**config.mk**
```make
export PLATFORM = sky130hd
export DESIGN_NAME = tick_sequencer
export DESIGN_NICKNAME = d
export VERILOG_FILES = /design/src/rtl/tick_sequencer.sv
export SDC_FILE = /design/constraint.sdc
export NUM_CORES = 1
export LEC_CHECK = 0
export ABC_AREA = 1
export CORE_MARGIN = 1
export CORE_UTILIZATION = 50
export CTS_BUF_LIST = sky130_fd_sc_hd__clkbuf_16
export DETAILED_ROUTE_END_ITERATION = 8
export DONT_BUFFER_PORTS = 1
export SETUP_SLACK_MARGIN = 0.3
export SYNTH_ARGS = -nofsm -noshare
export SYNTH_HDL_FRONTEND = slang
export SYNTH_SLANG_ARGS = --single-unit
```
**constraint.sdc**
```tcl
create_clock -name clk -period 1.5 [get_ports clk]
set_clock_uncertainty 0.2 [all_clocks]
set_input_delay 0.3 -clock clk [delete_from_list [all_inputs] [get_ports clk]]
set_output_delay 0.3 -clock clk [all_outputs]
set_load 0.03 [all_outputs]
```
**src/rtl/tick_sequencer.sv**
```systemverilog
// -----------------------------------------------------------------------------
// tick_sequencer
//
// Gates ticks from an asynchronous source (assync) into single-cycle tick_en
// pulses in the clk domain, under control of four single-cycle requests:
//   start - toggles between IDLE and free-running RUN
//   step  - delivers exactly one tick, then returns to IDLE
//   burst - delivers BURST_N ticks, then returns to IDLE
//   stop  - aborts any operation (and suppresses a coincident tick)
// Requests that arrive in the same cycle resolve as stop > start > burst > step.
//
// Ports
//   clk         in   system clock, rising edge
//   reset       in   asynchronous, active-low reset
//   start       in   run/pause toggle request (1-cycle pulse)
//   step        in   single-tick request (1-cycle pulse)
//   burst       in   BURST_N-tick request (1-cycle pulse)
//   stop        in   abort request (1-cycle pulse)
//   assync      in   asynchronous tick source
//   tick_en     out  one-cycle pulse per delivered tick (registered)
//   state       out  2-bit state: IDLE=00 RUN=01 STEP=10 BURST=11
//   busy        out  state != IDLE (combinational)
//   tick_count  out  delivered-tick count, wraps silently
// -----------------------------------------------------------------------------
module tick_sequencer #(
  parameter int CNT_W   = 8,
  parameter int BURST_N = 16   // legal range 1..255
) (
  input  logic             clk,
  input  logic             reset,
  input  logic             start,
  input  logic             step,
  input  logic             burst,
  input  logic             stop,
  input  logic             assync,
  output logic             tick_en,
  output logic [1:0]       state,
  output logic             busy,
  output logic [CNT_W-1:0] tick_count
);

  typedef enum logic [1:0] {
    S_IDLE  = 2'b00,
    S_RUN   = 2'b01,
    S_STEP  = 2'b10,
    S_BURST = 2'b11
  } state_e;

  localparam logic [7:0] BURST_LOAD = 8'(BURST_N);

  state_e           state_q, state_d;
  logic [7:0]       remaining_q, remaining_d;
  logic             tick_en_q, tick_en_d;
  logic [CNT_W-1:0] tick_count_q;

  // Two-flop synchroniser plus one history flop for rising-edge detection.
  logic sync1_q, sync2_q, sync3_q;
  logic assync_edge;

  assign assync_edge = sync2_q & ~sync3_q;

  // NOTE: sequential state uses non-blocking assignments so every flop samples
  // the pre-edge value of the others; blocking here would collapse the sync chain.
  always_ff @(posedge clk or negedge reset) begin
    if (!reset) begin
      sync1_q <= 1'b0;
      sync2_q <= 1'b0;
      sync3_q <= 1'b0;
    end else begin
      sync1_q <= assync;
      sync2_q <= sync1_q;
      sync3_q <= sync2_q;
    end
  end

  always_ff @(posedge clk or negedge reset) begin
    if (!reset) begin
      state_q      <= S_IDLE;
      remaining_q  <= 8'd0;
      tick_en_q    <= 1'b0;
      tick_count_q <= '0;
    end else begin
      state_q     <= state_d;
      remaining_q <= remaining_d;
      tick_en_q   <= tick_en_d;
      // Counter advances together with the tick_en pulse it accounts for.
      if (tick_en_d) begin
        tick_count_q <= tick_count_q + CNT_W'(1);
      end
    end
  end

  // NOTE: every output of this block gets a default before the case statement,
  // so no path leaves a variable unassigned and no latch is inferred.
  always_comb begin
    state_d     = state_q;
    remaining_d = remaining_q;
    // Judged against the current state: an edge in the same cycle as the
    // request that leaves IDLE is not delivered, and stop swallows a tick.
    tick_en_d   = assync_edge & (state_q != S_IDLE) & ~stop;

    unique case (state_q)
      S_IDLE: begin
        if (stop) begin
          state_d = S_IDLE;
        end else if (start) begin
          state_d = S_RUN;
        end else if (burst) begin
          state_d     = S_BURST;
          remaining_d = BURST_LOAD;
        end else if (step) begin
          state_d = S_STEP;
        end
      end

      S_RUN: begin
        if (stop || start) begin
          state_d = S_IDLE;
        end
      end

      S_STEP: begin
        if (stop || assync_edge) begin
          state_d = S_IDLE;
        end
      end

      S_BURST: begin
        if (stop) begin
          state_d     = S_IDLE;
          remaining_d = 8'd0;
        end else if (assync_edge) begin
          remaining_d = remaining_q - 8'd1;
          // The tick that exhausts the burst also ends it.
          if (remaining_q == 8'd1) begin
            state_d = S_IDLE;
          end
        end
      end

      default: state_d = S_IDLE;
    endcase
  end

  assign tick_en    = tick_en_q;
  assign state      = state_q;
  assign busy       = (state_q != S_IDLE);
  assign tick_count = tick_count_q;

endmodule

```
==> results of run 1 <==
-- final cells by class --
class	instances	area share, %
Multi-Input combinational cell	102	39.3
Timing Repair Buffer	27	15.4
Clock inverter	1	0.218
Inverter	26	6.25
Tap cell	28	2.03
Sequential cell	22	32.5
Clock buffer	3	4.36
-- metal layers --
| metal | global-route usage [%] | wire, um | up-vias |
|---|---|---|---|
| met4 | 13.4 | 70 | 0 |
| met5 | 0 | 0 | - |
| met3 | 4.55 | 83 | 8 |
| met2 | 42.0 | 1540 | 25 |
| li1 | - | - | 538 |
| met1 | 31.3 | 1300 | 514 |
-- how the worst max path moves through the flow --
stage | start | depth (start not counted) | endpoint | slack [ns]
finish | state[1] | 2 | busy | 0.02
global route | state[1] | 7 | remaining_q[4] | -0.01
CTS | state[0] | 2 | busy | 0.02
detailed placement | state[1] | 7 | remaining_q[2] | 0.02
global placement | state[1] | 6 | remaining_q[6] | 0.05
floorplan | state[1] | 7 | remaining_q[4] | 0.07
-- placed cells by master (no fill, tap or decap), drive strengths merged --
cell / netlist / routed
o22ai: 1 / 1
nand4: 5 / 5
nand2: 35 / 35
dlygate4sd3: 0 / 2
xnor2: 4 / 4
buf: 0 / 25
nor3: 2 / 2
inv: 26 / 27
nor2: 23 / 23
a21oi: 3 / 3
nand3: 14 / 14
o21ai: 9 / 9
clkbuf: 0 / 3
xor2: 3 / 3
dfrtp: 22 / 22
ha: 3 / 3
-- power breakdown --
part | leakage (uW) | total (uW) | switching [uW] | internal (uW)
Combinational | 0.000522 | 1200 | 704 | 492
Sequential | 0.000277 | 871 | 138 | 733
Clock | 0.0000423 | 563 | 207 | 355
-- Yosys cell counts --
| cell | instances |
|---|---|
| a21oi_1 | 3 |
| dfrtp_1 | 22 |
| ha_1 | 3 |
| inv_1 | 23 |
| inv_2 | 3 |
| nand2_1 | 32 |
| nand2_2 | 3 |
| nand3_1 | 13 |
| nand3_4 | 1 |
| nand4_1 | 5 |
| nor2_1 | 20 |
| nor2_2 | 2 |
| nor2_4 | 1 |
| nor3_1 | 1 |
| nor3_2 | 1 |
| o21ai_0 | 6 |
| o21ai_1 | 1 |
| o21ai_2 | 2 |
| o22ai_1 | 1 |
| xnor2_1 | 4 |
| xor2_1 | 3 |
-- through the flow --
step	std cells	utilization, %
after global placement	192	60.1
after CTS	206	73.9
after floorplan	150	-
after detailed placement	192	60.1
final	209	77.1
after global routing	209	77.1
-- sequential cells by signal, summed over array words and instances, names as in the netlist --
register,count
state,2
sync2_q,1
sync3_q,1
tick_count,8
sync1_q,1
tick_en,1
remaining_q,8
-- repair_timing --
item	in CTS	in global routing
hold buffers	1	2
resized for setup	42	9
setup buffers	9	1
endpoints found under the setup margin	31	31
pin swaps	11	9
endpoints found under the hold margin	23	22
-- worst reg2reg max path, delay by kind of cell, from the launching register on --
family | cells | cell delay, ns
simple gates | 3 | 0.39
buf+inv | 2 | 0.11
compound gates | 2 | 0.23
flops | 1 | 0.43
-- kinds of logic after synthesis --
| family | Yosys count |
|---|---|
| adder cells (fa/ha/maj) | 3 |
| XOR/XNOR | 7 |
| AND/OR/NAND/NOR | 79 |
| buffers and inverters | 26 |
| AO/OA/AOI/OAI | 13 |
| flip-flops | 22 |
==> key figures, run 1 <==
Cells and area
  • Multi-input gate area: 677 um2
  • Fillers: 152
  • # diodes: 0
  • Layout net count: 192
  • Layout cells sized above 1: 40.3%
  • Fin area: 1720 um2
  • Flip-flop and latch area: 559 um2
  • Layout area overhead: 45.1%

CTS
  • H-Tree Depth: 1
  • Max Buffers Root-to-Sink: 2
  • Clk_lat worst skew: 0.25 ns
  • Clock Sinks: 22
  • CTS buffer count: 3
  • Clk Tree Root Cell: clkbuf_16
  • Register clock-pin slew on the reported worst setup and hold paths: 0.06 ns
  • CTS tree: yes

Worst setup path
  • Delay-heaviest family, CP: flip-flops
  • R2R depth: 7
  • Reg2reg end: remaining_q[4]
  • Startpoint Class: register
  • R2R Path Start: state[0]
  • CP Cell Sequence: nor2_4, inv_4
  • Signal arrival time at the worst endpoint: 0.98 ns
  • Crit-path max cell delay: 0.45 ns
  • Worst Setup End Kind: primary output
  • R2R Setup Slk: 0.04 ns
  • Crit Path Category: reg -> out
  • Worst Path Max Fanout: 5
  • Crit path max-delay cell type: dfrtp_2
  • Critical Path RT: 1.00 ns
  • Bufs and invs on worst path: 1

Floorplanning
  • I/O Pins: 19
  • Core Footprint: 2230 um2
  • Die area: 2570 um2
  • Initial Util: 53.2%
  • Cell Rows: 17
  • Die H: 50.7 um
  • Die width: 50.7 um

Detailed routing
  • Detailed Route WL: 2990 um
  • Routed WL per cell: 14.3 um
  • Avg Vias per Cell: 5.19
  • Routed Antenna Nets: 0
  • Via count: 1,085
  • DRT iter0 DRCs: 17
  • Residual DRC: 0
  • First-pass DRT Iterations: 4

Logic synthesis
  • Largest family of logic cells by synthesized area: simple AND/OR/NAND/NOR gates
  • Yosys top cell area share: 46.4%
  • Ranking of synthesized cells by area: dfrtp_1 46%, nand2_1 10%, inv_1 7.3%, nor2_1 6.3%, nand3_1 5.5%
  • Avg Inst Size Synth: 7.92 um2
  • Synth Area in Compound Gates: 6.22%
  • Syn nets: 160
  • Sequential area share after synthesis: 46.4%
  • Synth area leader: dfrtp_1
  • Post-Synth Simple-Gate Area: 30.9%
  • Cell area after synthesis: 1190 um2
  • Adder-Cell Fraction of Synth Area: 3.16%
  • Ys Warns: 0
  • Synth Instances: 150
  • Post-synthesis mux area share: 0%
  • Synthesized flop and latch total: 22
  • Post-Synth XOR/XNOR Area: 5.16%
  • Netlist cell types: 21

Run
  • Max_cap viols: 0

Global routing
  • Remaining Overflow, GRT: 0
  • Antenna violations before repair: 0
  • Largest net degree at the start of global routing: 23
  • Number of global-route vias before repair: 1,081
  • GRT Total Usage: 25.4%
  • First-pass GRT wire length: 4670 um

Placement
  • Placed cell area: 1340 um2
  • Placement Setup Slack: 0.0240 ns
  • GPL Wtd Cong: 0.874
  • HPWL Detailed: 1800 um
  • PortBufs: 0

Timing
  • FMAX: 676 MHz
  • Final Hold Violating Endpoints: 0
  • Slew @ Worst Pin: 0.293 ns
  • Relative max-transition margin: 80.4%
  • RSZ-0062 raised after global routing: yes
  • Setup TNS: 0 ns
  • Setup ws final: 0.0211 ns
  • Pins Over Slew Limit: 0
  • Period utilization: 98.6%
  • Worst hold slack: 0.0305 ns
  • Final Setup Violations: 0
  • Crit path time final: 1.48 ns

Hold path
  • Hold Crit Depth: 3
  • Hold_sp: stop
  • Hold EP: remaining_q[7]
  • Hold WC Path Type: in -> reg

Power and ir drop
  • Power Dens Cells: 1530 nW/um2
  • Worst vdd ir: 0.00110 V
  • Leakage power: 0.000841 uW
  • Total power: 2630 uW

Run status
  • Status: complete, no violations
Power figures use the tool's default switching activity.
==> run 2, diff against run 1 <==
--- a/config.mk
+++ b/config.mk
@@ -11,6 +11,7 @@
 export CTS_BUF_LIST = sky130_fd_sc_hd__clkbuf_16
 export DETAILED_ROUTE_END_ITERATION = 8
 export DONT_BUFFER_PORTS = 1
+export GPL_TIMING_DRIVEN = 0
 export SETUP_SLACK_MARGIN = 0.3
 export SYNTH_ARGS = -nofsm -noshare
 export SYNTH_HDL_FRONTEND = slang
==> key figures, run 2 (synthesis results as in run 1) <==
Run
  • Max_cap viols: 0 (unchanged)

Worst setup path
  • Crit Path Category: reg -> out
  • CP Cell Sequence: nor2_4, inv_4
  • R2R depth: 8 (+1)
  • Crit path to: busy
  • Crit-path max cell delay: 0.52 ns (+0.07 ns)
  • R2R Setup Slk: -0.06 ns (-0.10 ns)
  • Worst Path Max Fanout: 6 (+1)
  • R2R Path Start: remaining_q[0]
  • Crit path max-delay cell type: dfrtp_2
  • Worst Setup End Kind: primary output
  • Critical Path RT: 1.00 ns (about the same)
  • Startpoint Class: register
  • Reg2reg end: remaining_q[6]
  • Signal arrival time at the worst endpoint: 1.06 ns (+0.08 ns)
  • Critical path startpoint: state[1]

Run status
  • Failing checks: negative setup slack
  • Status: complete, but fails checks

Placement
  • Placed Cells: 178 (-7.3%)
  • GPL Wtd Cong: 0.829 (-5.1%)
  • PortBufs: 0 (unchanged)
  • HPWL Detailed: 1670 um (-7.2%)
  • Placed cell area: 1240 um2 (-7.8%)

Detailed routing
  • DRT iter0 DRCs: 15 (-2)
  • Avg Vias per Cell: 5.12 (-1.3%)
  • Routed WL per cell: 12.5 um (-12%)
  • First-pass DRT Iterations: 4 (unchanged)
  • Via count: 989 (-8.8%)
  • Detailed Route WL: 2420 um (-19%)
  • Residual DRC: 0 (unchanged)
  • Routed Antenna Nets: 0 (unchanged)

CTS
  • Clk Tree Root Cell: clkbuf_16
  • Max Buffers Root-to-Sink: 2 (unchanged)
  • Register clock-pin slew on the reported worst setup and hold paths: 0.06 ns (about the same)
  • CTS buffer count: 3 (unchanged)
  • Clk_lat worst skew: 0.25 ns (about the same)
  • CTS tree: yes
  • Clock Sinks: 22 (unchanged)
  • H-Tree Depth: 1 (unchanged)

Global routing
  • Remaining Overflow, GRT: 0 (unchanged)
  • First-pass GRT wire length: 4070 um (-13%)
  • Number of global-route vias before repair: 991 (-8.3%)
  • GRT Total Usage: 21.3% (-4.1 points)
  • Largest net degree at the start of global routing: 23 (unchanged)
  • Antenna violations before repair: 0 (unchanged)

Floorplanning
  • Die width: 50.7 um (unchanged)
  • Cell Rows: 17 (unchanged)
  • Die area: 2570 um2 (unchanged)
  • Initial Util: 53.2% (unchanged)
  • Core Footprint: 2230 um2 (unchanged)
  • Die H: 50.7 um (unchanged)
  • I/O Pins: 19 (unchanged)

Hold path
  • Hold WC Path Type: in -> reg

Cells and area
  • Layout cells sized above 1: 36.4% (-4.0 points)
  • Most frequent cells in the layout: 28 x nand2_1, 19 x inv_1, 16 x nor2_1
  • Fin area: 1550 um2 (-10%)
  • Layout net count: 176 (-8.3%)
  • Final Core Density: 69.3% (-7.8 points)
  • # diodes: 0 (unchanged)
  • Fin cells: 193 (-7.7%)
  • Most common cell after layout, fill and taps aside: nand2_1
  • Layout area overhead: 30.3%

Timing
  • Crit path time final: 1.56 ns (+0.0860 ns)
  • Pins Over Slew Limit: 0 (unchanged)
  • Relative max-transition margin: 80.6% (+0.15 points)
  • Worst hold slack: 0.0250 ns (-0.00550 ns)
  • Final Hold Violating Endpoints: 0 (unchanged)
  • Final Setup Violations: 8 (+8)
  • FMAX: 639 MHz (-5.5%)
  • Period utilization: 104% (+5.7 points)
  • RSZ-0062 raised after global routing: yes
  • Slew @ Worst Pin: 0.292 ns (-0.00116 ns)
  • Setup ws final: -0.0650 ns (-0.0860 ns)

Power and ir drop
  • Worst vdd ir: 0.00130 V (+18%)
  • Total power: 2350 uW (-11%)
  • Clock Power Share: 23.9% (+2.5 points)
  • Internal power: 1390 uW (-12%)
  • Power Dens Cells: 1520 nW/um2 (-0.43%)
  • Switching share of power: 40.8% (+0.90 points)
  • Combinational Power Share: 32.2% (-13 points)
  • Flop pwr share: 43.8% (+11 points)
  • Leakage power: 0.000727 uW (-14%)
  • Net Sw Power: 960 uW (-8.5%)
==> run 2: cell count changes in the layout (fill, tap and decap cells not counted), sizes merged <==
cell,before,now
buf,25,9
clkinv,0,1
inv,27,26
==> run 2: final cells by class <==
type	count	area, um2
Timing Repair Buffer	11	108
Clock inverter	1	3.75
Sequential cell	22	564
Inverter	26	105
Clock buffer	3	75.1
Tap cell	28	35.0
Fill cell	174	686
Multi-Input combinational cell	102	657
==> run 2: power by group through the flow <==
stage | clock network, uW | registers, uW | logic (uW)
after global placement | 0 | 1000 | 568
after detailed placement | 0 | 1010 | 584
final | 563 | 1030 | 758
after CTS | 576 | 1030 | 691
after floorplan | 0 | 981 | 495
after global routing | 595 | 1050 | 862
==> run 2: per-stage QoR <==
stage | TNS [ns] | worst slack [ns]
2_1_floorplan | 0 | 0.0666
3_3_place_gp | -0.183 | -0.0440
3_5_place_dp | -0.377 | -0.0809
4_1_cts | -0.199 | -0.0481
5_1_grt | -1.24 | -0.152
6_report | -0.351 | -0.0650
==> run 2: worst min path at each step <==
stage | start | end | slack (ns) | depth (start not counted)
floorplan | reset | remaining_q[0] | -0.20 | 0
global placement | reset | remaining_q[7] | -0.20 | 0
detailed placement | reset | remaining_q[7] | -0.20 | 0
CTS | reset | remaining_q[7] | -0.46 | 0
global route | stop | remaining_q[2] | 0.04 | 3
finish | stop | remaining_q[2] | 0.02 | 3
==> run 2: per-layer routing <==
layer / up-vias / part of all wire [%] / GRT usage (%)
met1: 474 / 46 / 26.0
li1: 503 / - / -
met5: - / 0 / 0
met3: 2 / 1.3 / 3.64
met2: 10 / 52 / 36.7
met4: 0 / 0.66 / 8.80
==> run 2: critical path: cells and delay by family, from the launching register on <==
| family | cells | cell delay, ns |
|---|---|---|
| flops | 1 | 0.52 |
| simple gates | 1 | 0.20 |
| buf+inv | 1 | 0.09 |
==> run 2: what timing repair did <==
action                                 CTS  global route
hold buffers                             1             2
buffers inserted                         6             2
pin swaps                               11             6
resized for setup                       37             7
setup endpoints to repair               31            31
endpoints found under the hold margin   23            22
